## config.mk

```make
export PLATFORM = sky130hd
export DESIGN_NAME = reduce_gate_pipe
export DESIGN_NICKNAME = d
export VERILOG_FILES = /design/src/rtl/gate_pkg.sv /design/src/rtl/reduce_core.sv /design/src/rtl/reduce_gate_pipe.sv
export SDC_FILE = /design/constraint.sdc
export NUM_CORES = 1
export LEC_CHECK = 0
export CAP_MARGIN = 10
export CELL_PAD_IN_SITES_DETAIL_PLACEMENT = 1
export CELL_PAD_IN_SITES_GLOBAL_PLACEMENT = 1
export CORE_ASPECT_RATIO = 1.75
export CORE_MARGIN = 1.5
export CORE_UTILIZATION = 38
export DETAILED_ROUTE_END_ITERATION = 8
export PLACE_DENSITY = 0.85
export SLEW_MARGIN = 20
export SYNTH_ARGS = -nofsm -noshare
export SYNTH_HDL_FRONTEND = slang
export SYNTH_SLANG_ARGS = --single-unit
```

## constraint.sdc

```tcl
create_clock -name clk -period 3.7 [get_ports clk]
set_clock_uncertainty 0.15 [all_clocks]
set_input_delay 0.37 -clock clk [delete_from_list [all_inputs] [get_ports clk]]
set_output_delay 0.37 -clock clk [all_outputs]
set_load 0.03 [all_outputs]
```

## src/rtl/gate_pkg.sv

```systemverilog
// Shared constants for the gate-reduction pipeline: operation encodings and mode width.
package gate_pkg;

    localparam int MODE_W = 3;

    localparam logic [MODE_W-1:0] MODE_AND  = 3'b000;
    localparam logic [MODE_W-1:0] MODE_OR   = 3'b001;
    localparam logic [MODE_W-1:0] MODE_XOR  = 3'b010;
    localparam logic [MODE_W-1:0] MODE_NAND = 3'b011;
    localparam logic [MODE_W-1:0] MODE_NOR  = 3'b100;
    localparam logic [MODE_W-1:0] MODE_XNOR = 3'b101;

endpackage

```

## src/rtl/reduce_core.sv

```systemverilog
// Purely combinational N_IN-bit reduction; codes 110/111 give y=0 and flag err.
module reduce_core
    import gate_pkg::*;
#(
    parameter int N_IN = 3
) (
    input  logic [N_IN-1:0]   data,
    input  logic [MODE_W-1:0] mode,
    output logic              y,
    output logic              err
);

    // Select the reduction operator for the requested mode.
    always_comb begin
        y   = 1'b0;
        err = 1'b0;
        case (mode)
            MODE_AND:  y = &data;
            MODE_OR:   y = |data;
            MODE_XOR:  y = ^data;
            MODE_NAND: y = ~&data;
            MODE_NOR:  y = ~|data;
            MODE_XNOR: y = ~^data;
            default: begin
                y   = 1'b0;
                err = 1'b1;
            end
        endcase
    end

endmodule

```

## src/rtl/reduce_gate_pipe.sv

```systemverilog
// One-stage valid/ready pipeline around reduce_core, with a saturating count of delivered hits.
module reduce_gate_pipe
    import gate_pkg::*;
#(
    parameter int N_IN  = 3,
    parameter int CNT_W = 16
) (
    input  logic              clk,
    input  logic              rst_n,
    input  logic              in_valid,
    output logic              in_ready,
    input  logic [N_IN-1:0]   in_data,
    input  logic [MODE_W-1:0] mode,
    output logic              out_valid,
    input  logic              out_ready,
    output logic              out_y,
    output logic              out_err,
    input  logic              cnt_clr,
    output logic [CNT_W-1:0]  hit_cnt
);

    localparam logic [CNT_W-1:0] CNT_MAX = {CNT_W{1'b1}};
    localparam logic [CNT_W-1:0] CNT_ONE = {{(CNT_W-1){1'b0}}, 1'b1};

    logic             core_y_s;
    logic             core_err_s;
    logic             in_xfer_s;
    logic             out_xfer_s;
    logic             out_valid_d, out_valid_q;
    logic             out_y_d,     out_y_q;
    logic             out_err_d,   out_err_q;
    logic [CNT_W-1:0] hit_cnt_d,   hit_cnt_q;

    reduce_core #(.N_IN(N_IN)) u_core (
        .data (in_data),
        .mode (mode),
        .y    (core_y_s),
        .err  (core_err_s)
    );

    // The slot can take new data whenever it is empty or being drained this cycle.
    assign in_ready   = !out_valid_q || out_ready;
    assign in_xfer_s  = in_valid && in_ready;
    assign out_xfer_s = out_valid_q && out_ready;

    // Output slot: load on input transfer, empty on a lone output transfer, else hold.
    always_comb begin
        out_valid_d = out_valid_q;
        out_y_d     = out_y_q;
        out_err_d   = out_err_q;
        if (in_xfer_s) begin
            out_valid_d = 1'b1;
            out_y_d     = core_y_s;
            out_err_d   = core_err_s;
        end else if (out_xfer_s) begin
            out_valid_d = 1'b0;
        end else begin
            out_valid_d = out_valid_q;
        end
    end

    // Hit counter: clear wins over increment; increment stops at all-ones.
    always_comb begin
        hit_cnt_d = hit_cnt_q;
        if (cnt_clr) begin
            hit_cnt_d = {CNT_W{1'b0}};
        end else if (out_xfer_s && out_y_q && !out_err_q && (hit_cnt_q != CNT_MAX)) begin
            hit_cnt_d = hit_cnt_q + CNT_ONE;
        end else begin
            hit_cnt_d = hit_cnt_q;
        end
    end

    // State registers with asynchronous clear.
    always_ff @(posedge clk or negedge rst_n) begin
        if (!rst_n) begin
            out_valid_q <= 1'b0;
            out_y_q     <= 1'b0;
            out_err_q   <= 1'b0;
            hit_cnt_q   <= {CNT_W{1'b0}};
        end else begin
            out_valid_q <= out_valid_d;
            out_y_q     <= out_y_d;
            out_err_q   <= out_err_d;
            hit_cnt_q   <= hit_cnt_d;
        end
    end

    assign out_valid = out_valid_q;
    assign out_y     = out_y_q;
    assign out_err   = out_err_q;
    assign hit_cnt   = hit_cnt_q;

endmodule

```

==> flow_summary.ini <==
[worst_setup_path]
cp_cell_sequence = clkdlybuf4s50_1 > nand2b_1 > clkdlybuf4s50_1
cp-start-kind = primary input
cp-end-kind = primary output
crit_slowest_cell = clkdlybuf4s50_1
critPathKind = primary input to primary output
worst_ep_arrival_time_ps = 1780
cp_num_buf_inv = 2
critPathMaxFanout = 4
cp_common_cell = clkdlybuf4s50_1
path_delay_family = buffers and inverters
cpPeakStageDelay_ps = 700
required_ps = 3180

[grt]
grt_overflow_total = 0
antenna_found_initial = 0
grt_pass1_vias = 1114
grt_pass1_wl_mm = 5.02
grt_max_degree = 20
grt_use_total_pct = 20.6

[pwr]
power.ir.vdd_worst_mv = 0.190
p_per_area_nw_per_um2 = 292
power_leakage_nw = 0.585

[hold_path]
hold_path.class = register to register

[cts]
cts_setup_buffers = 0
cts-root-buf = clkbuf_8
cts_tree = built
cts_sinks = 19
htree_num_levels = 1
clock_tree.buffer_depth = 2
clkTransAtPathRegs_ps = 70
clkLatencyLatePin_ps = 260
numCtsBuffers = 3
ctsResizeCount = 0
holdBufCountCts = 0

[job]
cap_violations = 0

[floorplanning]
coreArea_um2 = 2900
start_util_pct = 39.5
die_area_um2 = 3360
io_pins = 31
std_cell_rows = 26
die_w_um = 44.5
die_y_um = 75.6

[layout]
antenna_cells = 0
drive_gt1_share_pct = 8.00
layout.nets = 165
fill_cells = 325
final_cells = 178
fin_util_pct = 52.2
areaGrowthSynthToFinish_pct = 32.3

[placed_design]
dp_slack_ps = 1380
dp_hpwl_mm = 2.33
place_inst = 174
gp_congestion = 0.907
portBuffers = 30

[logic_synthesis]
syn_area_um2 = 1140
ys_seq_elements = 19
synth.most_common_cell = dfrtp_1
synth.distinct_cells = 35
netlist_top_cells_area = dfrtp_1, xor2_1, nor2_1
syn_inst = 119
ys.flop_type = dfrtp_1
syn_avg_cell_area_um2 = 9.61
synth.top_cell.area_share_pct = 41.6
ys_seq_area_share_pct = 41.6
synth_common_cells = dfrtp_1, nor2_1, nand2_1
async_flop_share_pct = 100
syn-num-nets = 133
yosysTopAreaCell = dfrtp_1
synth-edff-count = 0
ys_warn_count = 0

[drt]
drc = 0
vias = 1043
first_pass_iters = 6
wl_per_cell_um = 17.0
drt_iter0_markers = 33
final_antenna_net_count = 0
vias_per_cell = 5.86
wl_mm = 3.02

[sta]
tightest_slew_ps = 918
maxSlewViolCount = 0
finalSetupTns_ps = 0
rsz0062_at_grt = false
period_needed_ps = 2300
hold_violations = 0
post-route-period-util_pct = 62.2
max_slew_margin_pct = 38.6
setup_ws_ps = 1400
finalSetupViolations = 0
max_freq_ghz = 0.434

[status]
status = finished clean
[stage by stage]
step / power [W] / hold slack [ps] / cell area [µm²]
6_report: 0.000441 / 362 / 1510
4_1_cts: 0.000446 / 372 / 1510
3_5_place_dp: 0.000296 / 355 / 1470
5_1_grt: 0.000458 / 455 / 1510
2_1_floorplan: 0.000258 / -75.6 / 1140
3_3_place_gp: 0.000291 / 339 / 1470
[cell families (layout without fill, tap and decap cells)]
logic type,count (synthesis),after routing,synth area share [%]
AND/OR/NAND/NOR,59,59,32.6
adder cells (fa/ha/maj),3,3,3.28
multiplexers,1,1,0.875
AO/OA/AOI/OAI,15,15,8.32
flip-flops,19,19,41.6
XOR/XNOR,14,14,10.7
buffers and inverters,8,39,2.63
[worst reg2reg max path: cells and delay by family, from the launching register on]
kind                      cells  cell delay, ps
xor gates and xnor gates      1             170
DFF                           1             420
and+or+nand+nor               4            1150
[worst paths after layout]
check	start	endpoint	slack (ps)	cells past startpoint
min in group asynchronous	rst_n	hit_cnt[12]	470	1
worst min-delay path	out_err	out_err	360	2
worst max-delay path	out_ready	in_ready	1400	3
worst min register to register	out_err	out_err	360	2
worst max register to register	hit_cnt[11]	hit_cnt[4]	1690	5
max in group asynchronous	rst_n	hit_cnt[7]	2370	1
[per-layer routing]
layer	wire length, µm	GRT usage, %	vias to the layer above	part of all wire, %
met5	0	0	-	0
met4	119	14.1	0	3.9
met3	64	1.66	9	2.1
met2	1710	38.6	27	57
met1	1120	20.5	521	37
li1	-	-	486	-
[where the power goes]
group | internal, W | switching, W
logic | 0.0000313 | 0.0000406
registers | 0.000213 | 0.00000651
clock network | 0.0000769 | 0.0000731
[flip-flops by register name (all words and copies together), names as in the netlist]
register	cells
hit_cnt	16
out_err	1
out_valid	1
out_y	1
[cell usage in the layout, fill, tap and decap left out, types with 2 or more instances in the layout]
master           count
xor2_1               8
nor2_1              17
nand3_1              3
inv_1                5
ha_1                 3
nand4_1              5
dfrtp_1             19
a21oi_1              5
clkbuf_8             3
nor4_1               3
clkdlybuf4s50_1     30
o2111ai_1            2
nand2_1             10
o21ai_0              4
nor3_2               2
nand2b_1             5
xnor2_1              6
nor3_1               2
[layout make-up]
type	instances	area [µm²]	area share [%]
timing repair buffer	30	300	19.9
tap	28	35.0	2.32
sequential	19	475	31.4
clock buffer	4	45.0	2.98
multi-input combinational	92	638	42.2
inverter	5	18.8	1.24
Note: power is estimated with default switching activity, not from simulation.
==> RTL edit, RTL diff (same settings) <==
Register the output `hit_cnt` once more, with the module's reset; this adds one clock of latency there. The other outputs are not delayed to match.
--- a/src/rtl/reduce_gate_pipe.sv
+++ b/src/rtl/reduce_gate_pipe.sv
@@ -89,7 +89,13 @@
     assign out_valid = out_valid_q;
     assign out_y     = out_y_q;
     assign out_err   = out_err_q;
-    assign hit_cnt   = hit_cnt_q;
+    always_ff @(posedge clk or negedge rst_n) begin
+        if (!rst_n) begin
+            hit_cnt <= '0;
+        end else begin
+            hit_cnt <= hit_cnt_q;
+        end
+    end
 
 endmodule
 
Function: changed (a bounded check fails within 4 cycles, from zero or initial values and one cycle with rst_n low).
==> RTL edit against the unedited design <==
  * Hold slack got worse by 0.068 ns
  * Core utilization decreased by 0.55 points
  * Routed wire length increased by 5.1%
  * Global-route usage decreased by 3.4 points
  * Sequential cell count increased by 16
  * Sequential share of layout area increased by 13 points
  * Synthesized area increased by 32%
  * Power increased by 86%
  * Maximum frequency decreased by 4.0%
  * Die area increased by 31%
  * Via count increased by 9.3%
  * Setup slack got worse by 0.095 ns
  * Final area increased by 31%
==> RTL edit: results (changes against the unedited design) <==
CTS sink cnt -> 35 (was 19)
fin cells -> 218 (was 178)
H-tree levels -> 2 (was 1)
met1 usage -> 0.177 (was 0.205)
Final HPWL DP -> 2430 um (was 2330 um)
Global Route Usage Sum -> 0.172 (was 0.206)
post-synthesis mux area share -> 0 (was 0.00875)
Compound-Gate Fraction of Synth Area -> 0.0570 (was 0.0832)
latest clock arrival within the worst-skew pair -> 0.29 ns (was 0.26 ns)
met2 GRT Util -> 0.312 (was 0.386)
Seq/Total Area, Yosys -> 0.579 (was 0.416)
clkbuf count -> 6 (was 4)
Iter 0 DRT Violations -> 8 (was 33)
wl on met1 -> 1160 um (was 1120 um)
LEAKAGE -> 0.828 nW (was 0.585 nW)
ranking of synthesized cells by area -> dfrtp_1, xnor2_1, nor2_1, nand2_1, ha_1 (was dfrtp_1, xor2_1, nor2_1, xnor2_1, ha_1)
Switch Pwr -> 0.183 mW (was 0.120 mW)
placed cell count -> 210 (was 174)
Detailed Routing Iterations Pass 1 -> 4 (was 6)
largest net degree at the start of global routing -> 36 (was 20)
NumNets Final -> 183 (was 165)
vias in the first global route -> 1211 (was 1114)
Post-Synth Adder-Cell Area -> 0.0248 (was 0.0328)
gpl congestion -> 0.795 (was 0.907)
Met3 Wirelength -> 140 um (was 64 um)
sequential share of power -> 0.482 (was 0.497)
multi-input combinational area share -> 0.303 (was 0.422)
number of fill cells -> 437 (was 325)
minimum clock period -> 2.40 ns (was 2.30 ns)
buffer share of cell area -> 0.159 (was 0.199)
Placement Cell Area -> 0.00186 mm^2 (was 0.00147 mm^2)
tap cell count -> 48 (was 28)
total CTS buffers -> 5 (was 3)
Cell variety after synth -> 36 (was 35)
xor and xnor area share after synthesis -> 0.0810 (was 0.107)
syn_nets -> 149 (was 133)
share of cells above drive strength 1 -> 0.118 (was 0.0800)
Non-Clock Buffer Count -> 32 (was 30)
final core utilization -> 0.517 (was 0.522)
Final clock-cell share -> 0.0594 (was 0.0298)
drt via density -> 5.23 (was 5.86)
Critical Path AT -> 2.45 ns (was 1.78 ns)
Max VDD drop -> 246 uV (was 190 uV)
Detail Route met2 WL -> 1780 um (was 1710 um)
sequential standard cell area -> 876 um^2 (was 475 um^2)
DR WL/cell -> 14.6 um (was 17.0 um)
first-pass GRT wire length -> 5590 um (was 5020 um)
GR Util met3 -> 0.0345 (was 0.0166)
status -> finished, final reports clean (unchanged)
hold slack -> 0.295 ns (was 0.362 ns)
average size of a mapped cell -> 11.2 um^2 (was 9.61 um^2)
RTL edit: changes by cell type in the layout (fill, tap and decap cells not counted), moves of 2 or more:
cell and delta:
xnor2_1 +7, inv_1 -2, dfrtp_1 +16, buf_4 +2, xor2_1 -7, clkbuf_8 +3
RTL edit: power by group through the flow:
stage | registers, mW | clock network (mW) | logic (mW)
floorplan | 0.412 | 0 | 0.0243
global placement | 0.402 | 0 | 0.0699
detailed placement | 0.402 | 0 | 0.0741
CTS | 0.395 | 0.360 | 0.0745
global route | 0.396 | 0.377 | 0.0800
finish | 0.395 | 0.352 | 0.0732
RTL edit: path summary, 6_finish.rpt:
kind | to | cells after the start | start
worst max-delay path | hit_cnt_q[15] | 6 | out_ready
worst min-delay path | hit_cnt[15] | 0 | hit_cnt_q[15]
worst max register to register | hit_cnt_q[15] | 5 | out_err
worst min register to register | hit_cnt[15] | 0 | hit_cnt_q[15]
max in group asynchronous | hit_cnt[3] | 2 | rst_n
min in group asynchronous | hit_cnt_q[14] | 2 | rst_n
